`config.mk`:
```
export PLATFORM = sky130hd
export DESIGN_NAME = wm_phase_timer
export DESIGN_NICKNAME = d
export VERILOG_FILES = /design/src/rtl/wm_timer_pkg.sv /design/src/rtl/wm_tick_prescaler.sv /design/src/rtl/wm_phase_timer.sv
export SDC_FILE = /design/constraint.sdc
export NUM_CORES = 1
export LEC_CHECK = 0
export BUFFER_PORTS_ARGS = -buffer_cell sky130_fd_sc_hd__buf_2
export CAP_MARGIN = 20
export CORE_ASPECT_RATIO = 1.5
export CORE_UTILIZATION = 55
export CTS_BUF_LIST = sky130_fd_sc_hd__clkbuf_4 sky130_fd_sc_hd__clkbuf_8
export DETAILED_ROUTE_END_ITERATION = 10
export PLACE_DENSITY = 0.88
export SLEW_MARGIN = 5
export SYNTH_ARGS = -nofsm -noshare
export SYNTH_HDL_FRONTEND = slang
export SYNTH_SLANG_ARGS = --single-unit
```
`constraint.sdc`:
```
create_clock -name clk -period 5.7 [get_ports clk]
set_clock_uncertainty 0.15 [all_clocks]
set_input_delay 0.285 -clock clk [delete_from_list [all_inputs] [get_ports clk]]
set_output_delay 0.285 -clock clk [all_outputs]
set_load 0.03 [all_outputs]
```
`src/rtl/wm_timer_pkg.sv`:
```
// Shared types and the per-mode phase duration table for the washing-machine phase timer.
// All durations are counted in prescaled ticks.
package wm_timer_pkg;

    typedef enum logic [1:0] {
        MODE_QUICK,
        MODE_NORMAL,
        MODE_HEAVY,
        MODE_SPIN_ONLY
    } mode_t;

    typedef enum logic [1:0] {
        ST_IDLE,
        ST_RUN,
        ST_PAUSE,
        ST_EXPIRED
    } timer_state_t;

    localparam logic [1:0] PH_SOAK  = 2'b00;
    localparam logic [1:0] PH_WASH  = 2'b01;
    localparam logic [1:0] PH_RINSE = 2'b10;
    localparam logic [1:0] PH_SPIN  = 2'b11;

    localparam int DUR_W = 8;

    // Rows by mode, columns by phase code: soak, wash, rinse, spin.
    localparam logic [DUR_W-1:0] DUR [4][4] = '{
        '{8'd2, 8'd4,  8'd3,  8'd2},
        '{8'd4, 8'd8,  8'd6,  8'd4},
        '{8'd8, 8'd16, 8'd12, 8'd6},
        '{8'd0, 8'd0,  8'd0,  8'd5}
    };

    function automatic logic [DUR_W-1:0] dur_lookup(input mode_t mode, input logic [1:0] phase);
        return DUR[mode][phase];
    endfunction

    // Lowest-numbered select wins; no select at all means a normal wash.
    function automatic mode_t decode_mode(input logic m1, input logic m2,
                                          input logic m3, input logic m4);
        mode_t m;
        if (m1)      m = MODE_QUICK;
        else if (m2) m = MODE_NORMAL;
        else if (m3) m = MODE_HEAVY;
        else if (m4) m = MODE_SPIN_ONLY;
        else         m = MODE_NORMAL;
        return m;
    endfunction

endpackage

```
`src/rtl/wm_tick_prescaler.sv`:
```
// Divides clk down to one duration tick every PRESCALE enabled cycles.
// With WM_TIMER_FASTSIM_EN defined every enabled cycle is a tick.
module wm_tick_prescaler #(
    parameter int PRESCALE = 4
) (
    input  logic clk,
    input  logic rst,
    input  logic en,
    input  logic clr,
    output logic tick
);

    localparam int PW = (PRESCALE > 1) ? $clog2(PRESCALE) : 1;
    localparam logic [PW-1:0] LAST = PW'(PRESCALE - 1);

    logic [PW-1:0] cnt;
    logic          wrap;

    assign wrap = (cnt == LAST);

`ifdef WM_TIMER_FASTSIM_EN
    assign tick = en;
`else
    assign tick = en && wrap;
`endif

    // Holding when en is low is what makes a power pause lossless.
    always_ff @(posedge clk) begin
        if (rst || clr) begin
            cnt <= '0;
        end else if (en) begin
            cnt <= wrap ? '0 : cnt + PW'(1);
        end
    end

endmodule

```
`src/rtl/wm_phase_timer.sv`:
```
// Phase-duration timer for the washing-machine sequencer: loads a duration per phase,
// counts prescaled ticks while powered, and flags timer_done. Option: WM_TIMER_FASTSIM_EN.
module wm_phase_timer
    import wm_timer_pkg::*;
#(
    parameter int PRESCALE = 4,
    parameter int CNT_W    = 8
) (
    input  logic             clk,
    input  logic             rst,
    input  logic             timer_enable,
    input  logic [1:0]       phase_sel,
    input  logic             mode1,
    input  logic             mode2,
    input  logic             mode3,
    input  logic             mode4,
    input  logic             power_on,
    output logic             timer_done,
    output logic [CNT_W-1:0] remaining,
    output logic             busy,
    output logic [1:0]       state_dbg
);

    timer_state_t     state;
    mode_t            mode_q;
    logic [1:0]       phase_q;

    mode_t            mode_in;
    mode_t            load_mode;
    logic [CNT_W-1:0] load_dur;
    logic             load_evt;
    logic             counting;
    logic             tick;

    assign mode_in   = decode_mode(mode1, mode2, mode3, mode4);
    assign load_mode = (state == ST_IDLE) ? mode_in : mode_q;
    assign load_dur  = CNT_W'(dur_lookup(load_mode, phase_sel));
    assign load_evt  = timer_enable && ((state == ST_IDLE) || (phase_sel != phase_q));

    // PAUSE with power restored counts in that same cycle, so a pause costs
    // exactly the number of unpowered cycles.
    assign counting = timer_enable && !load_evt && power_on &&
                      ((state == ST_RUN) || (state == ST_PAUSE));

    wm_tick_prescaler #(
        .PRESCALE(PRESCALE)
    ) u_prescaler (
        .clk (clk),
        .rst (rst),
        .en  (counting),
        .clr (load_evt),
        .tick(tick)
    );

    always_ff @(posedge clk) begin
        if (rst) begin
            state     <= ST_IDLE;
            remaining <= '0;
            phase_q   <= PH_SOAK;
            mode_q    <= MODE_NORMAL;
        end else if (!timer_enable) begin
            state     <= ST_IDLE;
            remaining <= '0;
        end else if (load_evt) begin
            phase_q   <= phase_sel;
            remaining <= load_dur;
            if (state == ST_IDLE) begin
                mode_q <= mode_in;
            end
            state <= (load_dur == '0) ? ST_EXPIRED : ST_RUN;
        end else begin
            case (state)
                ST_RUN, ST_PAUSE: begin
                    if (!power_on) begin
                        state <= ST_PAUSE;
                    end else begin
                        state <= ST_RUN;
                        if (tick) begin
                            remaining <= remaining - CNT_W'(1);
                            if (remaining == CNT_W'(1)) begin
                                state <= ST_EXPIRED;
                            end
                        end
                    end
                end
                default: state <= state;
            endcase
        end
    end

    // Comparing against the live phase_sel drops done as soon as the controller advances.
    assign timer_done = (state == ST_EXPIRED) && timer_enable && (phase_sel == phase_q);
    assign busy       = (state == ST_RUN) || (state == ST_PAUSE);
    assign state_dbg  = state;

endmodule

```
**Word level (Yosys, flattened, before mapping)**

Cells that the tools add are included.

- Word-level logic and storage cells: 61
- Flip-flop bits (word level): 16
- Input bits: 10
- Output and inout bits: 12

- Multiplexer cells: 22
- Equality and inequality tests: 7
- Bitwise operators: 3
- Reduce and logical (&&, ||, !) cells: 20
- $add $sub $neg: 2
- Order comparisons: 2

Operator list:

| operator | count |
|---|---|
| binary-select mux 32 bit (select 2 bit) | 1 |
| two-way mux 32 bit | 2 |
| two-way mux 8 bit | 6 |
| two-way mux 2 bit | 12 |
| binary-select mux 8 bit (select 2 bit) | 1 |
| == test 8 x 1 -> 1 bit, second input constant | 1 |
| zero test 8 bit | 1 |
| subtractor 8 x 1 -> 8 bit, second input constant | 1 |
| logical AND 1 bit | 7 |
| == test 2 bit, second input constant | 3 |
| greater-or-equal comparator 3 bit, second input constant | 2 |
| NOT 2 -> 3 bit | 2 |
| nonzero test 2 bit | 3 |
| OR reduction 2 bit | 2 |
| logical OR 1 bit | 3 |
| AND reduction 3 bit | 1 |
| adder 2 x 1 -> 2 bit, second input constant | 1 |
| == test 2 x 1 -> 1 bit, second input constant | 1 |
| == test 2 bit | 1 |
| zero test 2 bit | 1 |
| inequality test 2 bit | 1 |
| AND reduction 2 bit | 1 |
| zero test 1 bit | 1 |
| NOT 1 bit | 1 |

**Logic depth before layout (Yosys ltp)**

- Depth in word-level cells: 15
- Mapped depth: 10
- Gate-level depth less buffers: 10

**By module**

Synthesis repeated with hierarchy kept, for this count alone.

- Cell total of the unflattened synthesis: 128
- Area total of the unflattened synthesis: 1092.3 µm²

Modules (own cells, without submodules):

| module | area an instance (µm²) | cells an instance | sequential area each (µm²) | instances |
|---|---|---|---|---|
| wm_phase_timer | 991.0 | 119 | 280.3 | 1 |
| wm_tick_prescaler | 101.3 | 9 | 40.0 | 1 |

**Worst setup path after synthesis**

Ideal clock, no wire load.

- Path kind: register to register
- Start point: register state[0], in the netlist state_dbg[0]
- End point: register remaining[2]
- Buffers on the path: 0
- Data required time: 5435 ps
- Stages on the path, launching flop included: 11
- Clock period less this slack: 2374 ps
- Arrival time: 2109 ps
- Slack: 3326 ps
- Library setup time: 116 ps
- Path through: dfxtp_1 -> inv_1 -> ha_1 -> nor2b_1 -> a31oi_4 -> inv_2 -> ha_1 -> mux2_2 -> o22ai_1 -> o21ai_0 -> and3_1

- Longest elaborated chain between the ends: 10
- Elaborated cells between the ends (all ways): 25
- Classes of those cells: eq/ne: 2; mux: 8; bitwise: 1; reduce/logical: 14

RTL lines:

| what | RTL line | text |
|---|---|---|
| from (decl) | wm_phase_timer.sv:24 | `timer_state_t state;` |
| from (signal assigned) | wm_phase_timer.sv:70 | `state <= (load_dur == '0) ? ST_EXPIRED : ST_RUN;` |
| from (signal assigned) | wm_phase_timer.sv:86 | `default: state <= state;` |
| zero test 2 bit | wm_phase_timer.sv:36, wm_phase_timer.sv:38 |  |
| two-way mux 2 bit or logical OR 1 bit (tied branches) | -- |  |
| NOT 2 -> 3 bit (implied by the code) or logical AND 1 bit (tied branches) | wm_timer_pkg.sv:35, wm_phase_timer.sv:38 |  |
| binary-select mux 32 bit (select 2 bit) or zero test 1 bit (tied branches) | wm_timer_pkg.sv:35, wm_phase_timer.sv:42 |  |
| two-way mux 32 bit (implied by the code) or logical AND 1 bit (tied branches) (2 in a row) | wm_timer_pkg.sv:35, wm_phase_timer.sv:42 |  |
| binary-select mux 8 bit (select 2 bit) or logical AND 1 bit (tied branches) | wm_timer_pkg.sv:35, wm_phase_timer.sv:42 |  |
| two-way mux 8 bit (implied by the code) or logical AND 1 bit (tied branches) | wm_timer_pkg.sv:35, wm_tick_prescaler.sv:24 |  |
| two-way mux 8 bit (implied by the code) or nonzero test 2 bit (tied branches) | -- |  |
| two-way mux 8 bit or AND reduction 3 bit (tied branches) | -- |  |
| to (signal assigned) | wm_phase_timer.sv:66 | `remaining <= load_dur;` |
| to (signal assigned) | wm_phase_timer.sv:79 | `remaining <= remaining - CNT_W'(1);` |
| to (decl) | wm_phase_timer.sv:19 | `output logic [CNT_W-1:0] remaining,` |

Parallel ways exist; a longest one is shown, timed or not. The select of a mux whose other input is x is not followed.
A chain may end at the register's enable or synchronous reset.

**Worst setup path in the final report**

- Start point: register state[1], in the netlist state_dbg[1]
- End point: register remaining[2]

Same word-level chain as after synthesis.

==> out/qor.yml <==
syn-mean-instance-area_um2: 8.06
path_clk_slew_ps: 100
p_switching_w: 0.0000914
holdCritStartpoint: "rst"
worstPathArrival_ps: 2440
yosysSeqAreaShare: 0.290
startpoint_type: "flip-flop"
combPwrFrac: 0.282
power_density_nw_per_um2: 221
wirelength_um: 2430
post_dp_cell_area_um2: 1220
final_nets: 176
synth_top_area_frac: 0.290
drtIter0Drc: 26
ys_warn_count: 0
io_pins: 22
ys_types: 45
fillers: 163
coreArea_um2: 1850
syn-num-nets: 154
grt_start_max_net_pins: 15
post_drt_via_cell_ratio: 5.97
r2r_cells: 10
p_clk_frac: 0.280
timing.rr.start: "state_dbg[1]$_SDFFE_PP0P_"
antennaDiodeCount: 0
fmax_mhz: 420
htreeDepth: 1
synth-seq-cells: 16
grt_pass1_wl_um: 4110
wl_per_cell_um: 13.6
grtUsageTotal: 0.261
drt_pass1_iterations: 4
p_sw_frac: 0.330
vias: 1068
critPathCaptureType: "flip-flop"
yosys-top-cells-count: "16 x dfxtp_1, 14 x nand2_1, 14 x nor2_1"
die_w_um: 38.6
place_congestion: 0.808
internal_power_w: 0.000185
seqPwrFrac: 0.437
grt-ovfl-total: 0
cts_buffers: 3
path_class: "reg -> reg"
grt_pass1_vias: 1025
antenna_found_initial: 0
syn_area_um2: 1100
synth-edff-count: 0
status: "finished clean"
synthArstFlopShare: 0
portBuffers: 21
finalCriticalPeriod_ps: 2380
vdd_ir_drop_max_uv: 162
grt_setup_unrepaired: "false"
final_antenna_net_count: 0
cts-root-buf: "clkbuf_4"
cts_hold_buf: 0
dp_hpwl_um: 1880
cts_tree: "done"
p_leak_nw: 0.533
synthFlopType: "dfxtp_1"
r2r-end: "remaining[2]$_SDFFE_PP0P_"
max_cap_viol_count: 0
maxSlewHeadroom: 0.696
hold_viol_final: 0
worst_pin_slew_ps: 451
initial_utilization: 0.596
required_ps: 5760
fin_crit_sh: 0.417
setup_violations: 0
cts_resized: 0
holdPathStages: 2
drc: 0
cts_sinks: 16
yosys.area.top_type: "dfxtp_1"
die_area_um2: 2200
r2r_setup_slack_ps: 3320
ys_top_cells_by_area: "dfxtp_1 29%, ha_1 7.9%, a21oi_1 5.0%"
slew_viol_final: 0
drive_gt1_frac: 0.209
clk_latency_ps: 300
syn_to_final_growth_pct: 13.5
yosysMostFrequentCell: "dfxtp_1"
cts_buffer_depth: 2
die_y_um: 56.9
path_max_fanout: 7
hold-path-endpoint: "phase_q[0]$_SDFFE_PP0P_"
final.setup.tns_ps: 0
syn_inst: 137
finish.instance_area_um2: 1250
hold_path_class: "in -> reg"
post_cts_buffers: 0
utilization: 0.676
rows: 19
==> logic make-up after synthesis <==
group | after synthesis | synth area share
AO/OA/AOI/OAI | 35 | 0.227
XOR/XNOR | 8 | 0.0634
adder cells (fa/ha/maj) | 7 | 0.0793
buffers and inverters | 11 | 0.0430
flip-flops | 16 | 0.290
multiplexers | 3 | 0.0283
AND/OR/NAND/NOR | 57 | 0.270
==> cell usage in the layout, fill, tap and decap left out, types with 2 or more instances in the layout <==
master / instances
buf_2: 21
dfxtp_1: 16
nor2_1: 14
nand2_1: 14
a21oi_1: 11
ha_1: 7
nand2b_1: 6
xnor2_1: 6
o21ai_0: 6
inv_1: 5
nand3_1: 4
nor2b_1: 3
nor3_1: 3
nor4_1: 3
clkbuf_4: 3
and3_1: 2
xor2_1: 2
a21boi_0: 2
o22ai_1: 2
mux2i_1: 2
==> critical path, cell delays in order, from the launching register on <==
cell and delay, ps:
dfxtp_1 350, inv_1 80, ha_1 290, nor2b_1 110
a31oi_4 240, inv_2 110, ha_1 290, mux2_2 260
o22ai_1 140, o21ai_0 90, and3_1 160
==> state kept, by name, indices dropped and copies added, names as in the netlist <==
register,cells
mode_q,2
u_prescaler.cnt,2
phase_q,2
remaining,8
state_dbg,2
==> final cells by class <==
type                            count  area, um^2  area share
Multi-Input combinational cell    110         737       0.588
Sequential cell                    16         320       0.255
Timing Repair Buffer               21         105      0.0838
Clock buffer                        4        36.3      0.0289
Inverter                            7        28.8      0.0230
Tap cell                           21        26.3      0.0210
==> metal layers <==
metal  GRT usage  wire [um]  share of wire
met1       0.270        986           0.41
met3      0.0593         69          0.028
met2       0.455       1320           0.54
met5           0          0              0
met4       0.133         50          0.021
==> power groups by stage <==
| stage | logic (W) | registers (W) | clock network, W |
|---|---|---|---|
| after floorplan | 0.0000548 | 0.000128 | 0 |
| after global placement | 0.0000755 | 0.000123 | 0 |
| after detailed placement | 0.0000775 | 0.000124 | 0 |
| after CTS | 0.0000779 | 0.000121 | 0.0000779 |
| after global routing | 0.0000859 | 0.000122 | 0.0000861 |
| final | 0.0000782 | 0.000121 | 0.0000775 |
==> per-stage QoR <==
stage	hold WS (ps)	power, W	cells	worst slack [ps]
after floorplan	207	0.000183	137	3330
after global placement	311	0.000199	175	3410
after detailed placement	313	0.000201	175	3330
after CTS	107	0.000277	179	3310
after global routing	103	0.000294	179	3130
final	102	0.000277	179	3320
==> how the worst max path moves through the flow <==
stage / depth (start not counted) / to / from / slack [ps]
after floorplan: 10 / remaining[2]$_SDFFE_PP0P_ / state_dbg[0]$_SDFFE_PP0P_ / 3330
final: 10 / remaining[2]$_SDFFE_PP0P_ / state_dbg[1]$_SDFFE_PP0P_ / 3320
after CTS: 10 / remaining[2]$_SDFFE_PP0P_ / state_dbg[1]$_SDFFE_PP0P_ / 3310
after global placement: 10 / remaining[2]$_SDFFE_PP0P_ / state_dbg[0]$_SDFFE_PP0P_ / 3410
after global routing: 10 / state_dbg[1]$_SDFFE_PP0P_ / state_dbg[1]$_SDFFE_PP0P_ / 3130
after detailed placement: 10 / remaining[2]$_SDFFE_PP0P_ / state_dbg[1]$_SDFFE_PP0P_ / 3330
Power figures use the tool's default switching activity.
